$ cat config.mk
export PLATFORM = sky130hd
export DESIGN_NAME = jk_exerciser
export DESIGN_NICKNAME = d
export VERILOG_FILES = /design/src/rtl/jk_exerciser.sv
export SDC_FILE = /design/constraint.sdc
export NUM_CORES = 1
export LEC_CHECK = 0
export ABC_AREA = 1
export CORE_MARGIN = 10
export CORE_UTILIZATION = 51
export CTS_CLUSTER_SIZE = 16
export DETAILED_ROUTE_END_ITERATION = 7
export GPL_TIMING_DRIVEN = 0
export HOLD_SLACK_MARGIN = 0.1
export PLACE_DENSITY = 0.84
export SLEW_MARGIN = 20
export SYNTH_ARGS = -nofsm -noshare
export SYNTH_HDL_FRONTEND = slang
export SYNTH_SLANG_ARGS = --single-unit
$ cat constraint.sdc
create_clock -name clk -period 2 [get_ports clk]
set_input_delay 0.3 -clock clk [delete_from_list [all_inputs] [get_ports clk]]
set_output_delay 0.3 -clock clk [all_outputs]
set_load 0.01 [all_outputs]
$ cat src/rtl/jk_exerciser.sv
// jk_exerciser: runs an eight-step excitation sequence on a JK flip-flop
// with async preset/clear and checks Q against the characteristic table.
module jk_exerciser (
  input  logic       clk,
  input  logic       rst,
  input  logic       start,
  input  logic       q_in,
  output logic       j_out,
  output logic       k_out,
  output logic       pr_n,
  output logic       clr_n,
  output logic       busy,
  output logic       done,
  output logic       pass,
  output logic [3:0] err_count,
  output logic [2:0] fail_step,
  output logic [2:0] step
);

  typedef enum logic [1:0] {
    IDLE,
    DRIVE,
    CHECK,
    FIN
  } state_t;

  state_t state;

  // Packed as {j, k, pr_n, clr_n, expected_q}
  function automatic logic [4:0] vec(input logic [2:0] i);
    logic [4:0] v;
    v = 5'b00110;
    unique case (i)
      3'd0: v = 5'b00100;
      3'd1: v = 5'b00011;
      3'd2: v = 5'b00111;
      3'd3: v = 5'b01110;
      3'd4: v = 5'b10111;
      3'd5: v = 5'b11110;
      3'd6: v = 5'b11111;
      3'd7: v = 5'b00111;
      default: v = 5'b00110;
    endcase
    return v;
  endfunction

  logic [4:0] first_vec;
  logic [4:0] cur_vec;
  logic [4:0] nxt_vec;
  logic       mismatch;

  assign first_vec = vec(3'd0);
  assign cur_vec   = vec(step);
  assign nxt_vec   = vec(step + 3'd1);
  assign mismatch  = (q_in != cur_vec[0]);

  always_ff @(posedge clk) begin
    if (rst) begin
      state     <= IDLE;
      j_out     <= 1'b0;
      k_out     <= 1'b0;
      pr_n      <= 1'b1;
      clr_n     <= 1'b1;
      busy      <= 1'b0;
      done      <= 1'b0;
      pass      <= 1'b0;
      err_count <= 4'd0;
      fail_step <= 3'd0;
      step      <= 3'd0;
    end else begin
      unique case (state)
        IDLE, FIN: begin
          // Results settle one cycle after the last check
          if (state == FIN) begin
            done <= 1'b1;
            pass <= (err_count == 4'd0);
          end
          if (start) begin
            state     <= DRIVE;
            step      <= 3'd0;
            j_out     <= first_vec[4];
            k_out     <= first_vec[3];
            pr_n      <= first_vec[2];
            clr_n     <= first_vec[1];
            busy      <= 1'b1;
            done      <= 1'b0;
            pass      <= 1'b0;
            err_count <= 4'd0;
            fail_step <= 3'd0;
          end
        end
        DRIVE: begin
          state <= CHECK;
          j_out <= 1'b0;
          k_out <= 1'b0;
          pr_n  <= 1'b1;
          clr_n <= 1'b1;
        end
        CHECK: begin
          if (mismatch) begin
            err_count <= err_count + 4'd1;
            if (err_count == 4'd0)
              fail_step <= step;
          end
          if (step == 3'd7) begin
            state <= FIN;
            busy  <= 1'b0;
          end else begin
            state <= DRIVE;
            step  <= step + 3'd1;
            j_out <= nxt_vec[4];
            k_out <= nxt_vec[3];
            pr_n  <= nxt_vec[2];
            clr_n <= nxt_vec[1];
          end
        end
        default: state <= IDLE;
      endcase
    end
  end

endmodule

; Yosys cells after proc, flatten, opt, wreduce, memory -nomap -nowiden
; Memory sizes are Yosys's and may differ from the RTL's. A register that Yosys moved wholly into a read port is not among the register bits.
; Cells that the tools add are included.
[word_totals]
ff_bits = 19
rom_bits = 80
inputBits = 4
out_inout_bits = 17
word_cells = 66
mem_count = 2
[op_classes]
add_sub_neg = 2
n_eq_ne = 10
mux = 30
n_reduce_logical = 11
[memory_table]
columns = memory, words, width, rd, rd_clocked_by_memory_dff, write_ports, line_no
row1 = (name not given), 8, 5, 1, 0, 0, 33  ; unique case (i)
row2 = (name not given), 8, 5, 1, 1, 0, 33
[op_table]
columns = operator, count
row1 = 2-to-1 mux 3 bit, 6
row2 = one-hot mux 1 bit (3 select lines), 4
row3 = one-hot mux 3 bit (2 select lines), 2
row4 = 2-to-1 mux 1 bit, 11
row5 = inequality test 2 bit (second input constant), 5
row6 = AND reduction 3 bit, 3
row7 = 2-to-1 mux 4 bit, 2
row8 = one-hot mux 4 bit (2 select lines), 1
row9 = one-hot mux 2 bit (3 select lines), 1
row10 = adder 4 x 1 -> 4 bit (second input constant), 1
row11 = == test 2 bit (second input constant), 2
row12 = zero test 4 bit, 1
row13 = 2-to-1 mux 2 bit, 2
row14 = AND reduction 2 bit, 2
row15 = AND reduction 4 bit, 1
row16 = nonzero test 2 bit, 2
row17 = adder 3 x 1 -> 3 bit (second input constant), 1
row18 = == test 3 bit (second input constant), 1
row19 = == test 2 x 1 -> 1 bit (second input constant), 1
row20 = zero test 2 bit, 1
row21 = one-hot mux 1 bit (2 select lines), 1
row22 = OR reduction 2 bit, 1
row23 = inequality test 1 bit, 1

; Logic depth before layout (Yosys ltp)
; Gate-level depths: netlist of the first run.
[depth]
depth_word = 6
ltp_mapped = 12

; Least setup slack after synthesis of the first run
; OpenSTA, ideal clock, no wires.
[synth_path]
kind = register to register
start = reg step[0]
end = reg, netlist name cur_vec[0]
setup_time_ps = 112
t_arrival_ps = 1708
t_required_ps = 1888
path_slack_ps = 179
stages_incl_launch_ff = 13
path_buffers = 0
period_less_slack_ps = 1821
cell_sequence = dfxtp_1 > ha_1 > ha_1 > nand2_1 > nand2_2 > nor2_2 > nand2_1 > a21oi_2 > inv_1 > ha_1 > inv_1 > nand2_1 > nand2_1
[synth_via]
elab_chain_cells = 5
word_cells_on_any_way = 8
[synth_rtl]
columns = element, line_no
row1 = start: declaration, 17  ; output logic [2:0] step
row2 = start signal: assignment, 110  ; step <= step + 3'd1;
row3 = adder 3 x 1 -> 3 bit or == test 3 bit (tied branches), "110, 105"
row4 = 2-to-1 mux 3 bit or inequality test 2 bit (tied branches), -
row5 = one-hot mux 3 bit (2 select lines) or AND reduction 3 bit (tied branches), -
row6 = 2-to-1 mux 3 bit (no source line) * (2 in a row), -
; Every way passes the cells marked *; elsewhere a longest branch is shown, timed or not. The select of a mux whose other input is x is not followed.
; A chain may end at the register's enable or synchronous reset.

; Worst setup path after layout of the first run
[layout_path]
start = reg step[0]
end = reg, netlist name cur_vec[0]
[layout_via]
elab_chain_cells = 5
word_cells_on_any_way = 8
[layout_rtl]
columns = element, line_no
row1 = adder 3 x 1 -> 3 bit or == test 3 bit (tied branches), "110, 105"
row2 = 2-to-1 mux 3 bit or inequality test 2 bit (tied branches), -
row3 = one-hot mux 3 bit (2 select lines) or AND reduction 3 bit (tied branches), -
row4 = 2-to-1 mux 3 bit (no source line) * (2 in a row), -
; Marked as above.

==> metrics.yaml, run 1 <==
synth:
  ys_types: 25
  synth_top_area_cell: "dfxtp_1"
  synth_compound_area_share_pct: 9.43
  syn_nets: 182
  synth-seq-area-share_pct: 33.5
  syn_inst: 165
  synth_top_area_share_pct: 33.5
  syn-mean-instance-area_um2: 7.23
  synth_area_leaders: "dfxtp_1 34%, ha_1 14%, nand2_1 13%"
  synthXorXnorAreaFrac_pct: 0
  synth-simple-area-share_pct: 32.4
  netlist_area_mm2: 0.00119
  synth_fa_ha_area_share_pct: 13.6
  yosys_register_bits: 20
  muxShareOfSynthArea_pct: 0
  synth_top_family_by_area: "simple AND/OR/NAND/NOR gates"
  yosys_warnings: 0
die:
  io_pins: 21
  die_height_um: 68.4
  design.die.area_mm2: 0.00468
  die_x_um: 68.4
  core_area_mm2: 0.00221
  rows: 17
  initial_core_util_pct: 54.0
setup_path:
  ff2ff_path_depth: 12
  worstPathCellList: "ha_1 > ha_1 > nand2_2 > nand2_4 > nor2_4 > nand2_1 > a21oi_2 > inv_1 > ha_1 > inv_1 > nand2_1 > nand2_1"
  slowest_delay_ns: 0.38
  critical-path-top-delay-family: "adder cells"
  crit_buf_inv: 2
  worst_ep_required_time_ns: 2.20
  r2r-start: "step[0]"
  worstSetupEndpointType: "register"
  r2r_slack_ns: 0.13
  arrival_ns: 2.07
  r2r-end: "cur_vec[0]"
  cp_max_fo: 8
  crit_start: "step[0]"
  crit_path_top_delay_cell: "dfxtp_2"
  critPathKind: "register to register"
  worst_setup_path_start_kind: "register"
cts:
  cts_hold_buffers: 0
  clock_path_buffers: 2
  cts_made_buffers: 3
  cts.sinks: 20
  cts-root-buf: "clkbuf_4"
  clock_latency_ns: 0.29
  post_cts_buffers: 0
  cts_tree: "built"
  htree_levels: 1
  clkTransAtPathRegs_ns: 0.11
sta:
  fmax_ghz: 0.535
  slew_viol_final: 0
  fin_crit_sh_pct: 93.5
  fin_crit_ns: 1.87
  hold_ws_ns: 0.273
  skew_ns: 0.000779
  relSlewSlack_pct: 77.7
  hold_violations: 0
  rsz0062_at_grt: "false"
  finalSetupViolations: 0
  tightestPinTransition_ns: 0.334
drt:
  wl_per_cell_um: 11.9
  drt-initial-drc-count: 65
  drc: 0
  viasPerCell: 5.01
  dr_total_vias: 1078
  firstDrtPassIters: 4
  routed_wl_um: 2560
  ant_nets: 0
power:
  vdd_drop_max_mv: 0.476
  p_leak_nw: 0.677
  power_density_mw_per_mm2: 696
  finalPower_mw: 1.02
global_routing:
  grtUsageTotal_pct: 11.4
  grt_pass1_vias: 1061
  grt_max_degree: 11
  antenna_found_initial: 0
  grt_overflow: 0
  grt_pass1_wl_um: 4240
place:
  place_congestion: 0.834
  dp_hpwl_um: 2010
  portBuffers: 19
  placed_cell_area_mm2: 0.00142
hold_path:
  hold_class: "input pin to register"
  holdPathStages: 2
  hp-start: "rst"
  hold_end: "step[1]"
finish:
  fill_cells: 200
  nets: 206
  drive_above_1_share_pct: 15.0
  mostFrequentLayoutCells: "40 x nand2_1, 25 x inv_1, 19 x clkdlybuf4s50_1"
  stdcell_area_mm2: 0.00147
  regArea_um2: 404
  utilization_pct: 66.5
  final_common_cell: "nand2_1"
  syn_to_final_growth_pct: 23.2
  num_antenna_cells: 0
  multiInputGateArea_um2: 687
run:
  maxCapViolations: 0
status:
  status: "finished clean"
## sequential cells by signal, summed over array words and instances (netlist names), 2 cells and up
register,count
fail_step,3
step,3
err_count,4
state,2
## metal layers
metal	track usage, %	wire length [um]	up-vias
met5	0	0	-
met4	5.03	26	0
met3	3.26	172	4
met2	21.1	1290	21
met1	11.6	1070	495
li1	-	-	558
## power by group
group / internal (mW) / total [mW] / leakage [nW] / switching, mW
logic: 0.158 / 0.362 / 0.499 / 0.204
clock network: 0.0701 / 0.191 / 0.0138 / 0.121
registers: 0.437 / 0.470 / 0.165 / 0.0332
total: 0.665 / 1.02 / 0.677 / 0.358
## cells in the mapped netlist, drive strengths merged
cell type	number
a21oi	10
a31o	1
buf	2
clkbuf	1
dfxtp	20
ha	13
inv	28
nand2	45
nand3	7
nand3b	2
nand4	5
nor2	21
o21a	1
o21ai	7
o31ai	1
or2	1
## per-stage QoR
stage	worst slack, ns	TNS (ns)	cells
CTS	0.00596	0	215
finish	0.131	0	215
global placement	-0.0424	-0.0424	212
detailed placement	-0.0564	-0.0564	212
floorplan	0.179	0	165
global route	0.0178	0	215
## cell families (layout without fill, tap and decap cells)
group / Yosys count / in the layout
AOI/OAI and AO/OA: 20 / 20
adders and majority gates: 13 / 13
buffers and inverters: 31 / 53
DFF: 20 / 20
and+or+nand+nor: 81 / 81
## cell type report
cell class / count / area share, %
flip-flops and latches: 20 / 27.5
plain buffers: 3 / 1.62
well taps: 28 / 2.38
repair buffers: 19 / 12.9
multi-input cells: 114 / 46.7
clock buffers: 3 / 1.53
inverters: 28 / 7.32
## worst max-delay path by stage
stage,cells past startpoint,end,slack (ns)
after detailed placement,12,cur_vec[0],-0.06
final,12,cur_vec[0],0.13
after global placement,12,cur_vec[0],-0.04
after CTS,12,cur_vec[0],0.006
after floorplan,12,cur_vec[0],0.18
after global routing,12,cur_vec[0],0.02
## what timing repair did
item,4_1_cts,5_1_grt
endpoints found under the setup margin,1,1
pin swaps,0,0
gates resized for setup,3,7
Power figures use the tool's default switching activity.
==> run 2: changes to the inputs <==
--- a/config.mk
+++ b/config.mk
@@ -12,7 +12,7 @@
 export DETAILED_ROUTE_END_ITERATION = 7
 export GPL_TIMING_DRIVEN = 0
 export HOLD_SLACK_MARGIN = 0.1
-export PLACE_DENSITY = 0.84
+export PLACE_DENSITY = 0.88
 export SLEW_MARGIN = 20
 export SYNTH_ARGS = -nofsm -noshare
 export SYNTH_HDL_FRONTEND = slang
==> run 2 against run 1 <==
Against the previous run:
- clock skew rose by 0.0017 ns
- final cell count rose by 0.47%
- clock-buffer cell count rose by 1
- via count fell by 2.4%
- flip-flop and latch count did not move
- non-clock buffer count did not move
- power rose by 4.3%
- die area did not move
- worst hold slack got worse by 0.011 ns
- highest routed layer unchanged
- sequential share of layout area rose by 0.053 points
- maximum frequency rose by 0.75%
==> metrics.yaml, run 2 (same netlist as run 1, synthesis figures left out) <==
place:
  dp_cells: 212  # unchanged
  place_congestion: 0.850  # was 0.834
  placed_cell_area_mm2: 0.00142  # unchanged
  portBuffers: 19  # unchanged
  dp_hpwl_um: 2050  # was 2010 um
setup_path:
  arrival_ns: 2.07  # about the same
  r2r-start: "step[0]"  # unchanged
  ff2ff_path_depth: 12  # unchanged
  worst_ep_required_time_ns: 2.21  # was 2.20 ns
  worstSetupEndpointType: "register"  # unchanged
  critPathKind: "register to register"  # unchanged
  worst_setup_path_start_kind: "register"  # unchanged
  r2r-end: "cur_vec[0]"  # unchanged
  r2r_slack_ns: 0.14  # was 0.13 ns
  cp_max_fo: 8  # unchanged
cts:
  clock_path_buffers: 2  # unchanged
  cts_tree: "built"  # unchanged
  cts_made_buffers: 3  # unchanged
  cts.sinks: 20  # unchanged
  htree_levels: 1  # unchanged
  post_cts_buffers: 0  # unchanged
  cts-root-buf: "clkbuf_4"  # unchanged
  clkTransAtPathRegs_ns: 0.11  # about the same
  cts_hold_buffers: 0  # unchanged
  clock_latency_ns: 0.30  # was 0.29 ns
  cts.repair.resized: 4  # was 3
power:
  power_density_mw_per_mm2: 723  # was 696 mW/mm2
  vdd_drop_max_mv: 0.573  # was 0.476 mV
  p_leak_nw: 0.678  # was 0.677 nW
finish:
  top_regs: "err_count x4, fail_step x3, step x3"  # unchanged
  stdcell_area_mm2: 0.00148  # was 0.00147 mm2
  largest_register: "err_count"  # unchanged
  nets: 206  # unchanged
  largest_register_ffs: 4  # unchanged
  final_common_cell: "nand2_1"  # unchanged
  syn_to_final_growth_pct: 23.7  # was 23.2%
  fill_cells: 199  # was 200
  num_antenna_cells: 0  # unchanged
  mostFrequentLayoutCells: "40 x nand2_1, 25 x inv_1, 19 x clkdlybuf4s50_1"  # unchanged
  final_cells: 216  # was 215
  drive_above_1_share_pct: 14.9  # was 15.0%
hold_path:
  hold_class: "input pin to register"  # unchanged
  hold_end: "step[1]"  # unchanged
  hp-start: "rst"  # unchanged
  holdPathStages: 2  # unchanged
sta:
  hold_violations: 0  # unchanged
  fmax_ghz: 0.539  # was 0.535 GHz
  fin_tns_setup_ns: 0  # unchanged
  tightestPinTransition_ns: 0.327  # was 0.334 ns
  finalSetupViolations: 0  # unchanged
  slew_viol_final: 0  # unchanged
  fin_crit_sh_pct: 92.8  # was 93.5%
  rsz0062_at_grt: "false"  # unchanged
  skew_ns: 0.00248  # was 0.000779 ns
  fin_crit_ns: 1.86  # was 1.87 ns
  relSlewSlack_pct: 78.2  # was 77.7%
drt:
  wl_per_cell_um: 11.8  # was 11.9 um
  routed_wl_um: 2550  # was 2560 um
  firstDrtPassIters: 4  # unchanged
  viasPerCell: 4.87  # was 5.01
  ant_nets: 0  # unchanged
  dr_total_vias: 1052  # was 1,078
  drc: 0  # unchanged
  drt-initial-drc-count: 54  # was 65
status:
  status: "finished clean"  # unchanged
global_routing:
  grtUsageTotal_pct: 11.8  # was 11.4%
  antenna_found_initial: 0  # unchanged
  grt_pass1_vias: 1021  # was 1,061
  grt_max_degree: 12  # was 11
  grt_pass1_wl_um: 4280  # was 4240 um
  grt_overflow: 0  # unchanged
die:
  rows: 17  # unchanged
  initial_core_util_pct: 54.0  # unchanged
  core_area_mm2: 0.00221  # unchanged
  die_height_um: 68.4  # unchanged
  io_pins: 21  # unchanged
  design.die.area_mm2: 0.00468  # unchanged
  die_x_um: 68.4  # unchanged
run:
  maxCapViolations: 0  # unchanged
run 2: changes by cell type in the layout (fill, tap and decap cells not counted), sizes merged:
cell and change:
clkbuf +1
run 2: final cells by class:
class | instances | area (um2) | share of cell area (%)
repair buffers | 19 | 190 | 12.9
clock buffers | 4 | 36.3 | 2.46
plain buffers | 3 | 23.8 | 1.61
flip-flops and latches | 20 | 407 | 27.5
inverters | 28 | 108 | 7.29
multi-input cells | 114 | 677 | 45.8
well taps | 28 | 35.0 | 2.37
run 2: worst max-delay path by stage:
stage	startpoint	to	slack [ns]
after floorplan	step[0]	cur_vec[0]	0.18
after global placement	start	cur_vec[0]	-0.03
after detailed placement	start	cur_vec[0]	-0.06
after CTS	step[0]	cur_vec[0]	0.03
after global routing	state[0]	cur_vec[0]	0.02
final	step[0]	cur_vec[0]	0.14
run 2: metal layers:
metal,wire (um),up-vias,track usage [%]
met4,29,0,5.53
met5,0,-,0
met3,177,4,4.40
met1,1050,474,11.6
li1,-,558,-
met2,1290,16,21.3
run 2: worst max-delay path: stages, from the launching register on:
cell,delay [ns]
dfxtp_2,0.38
ha_1,0.21
ha_1,0.18
nand2_2,0.13
nand2_4,0.10
nor2_4,0.12
nand2_1,0.08
a21oi_2,0.13
inv_1,0.06
ha_1,0.26
inv_1,0.03
nand2_1,0.05
nand2_1,0.04
run 2: power by group:
part           internal, mW  total, mW  switching, mW
Sequential            0.437      0.469         0.0321
Clock                 0.111      0.238          0.127
Combinational         0.156      0.360          0.204
Total                 0.704       1.07          0.363
run 2: through the flow:
stage / power, mW / hold slack (ns) / setup WS [ns] / utilization (%)
2_1_floorplan: 0.715 / 0.472 / 0.179 / -
3_3_place_gp: 0.817 / 0.441 / -0.0320 / 64.1
3_5_place_dp: 0.833 / 0.456 / -0.0600 / 64.1
4_1_cts: 1.07 / 0.254 / 0.0322 / 66.1
5_1_grt: 1.14 / 0.256 / 0.0243 / 66.7
6_report: 1.07 / 0.262 / 0.145 / 66.7
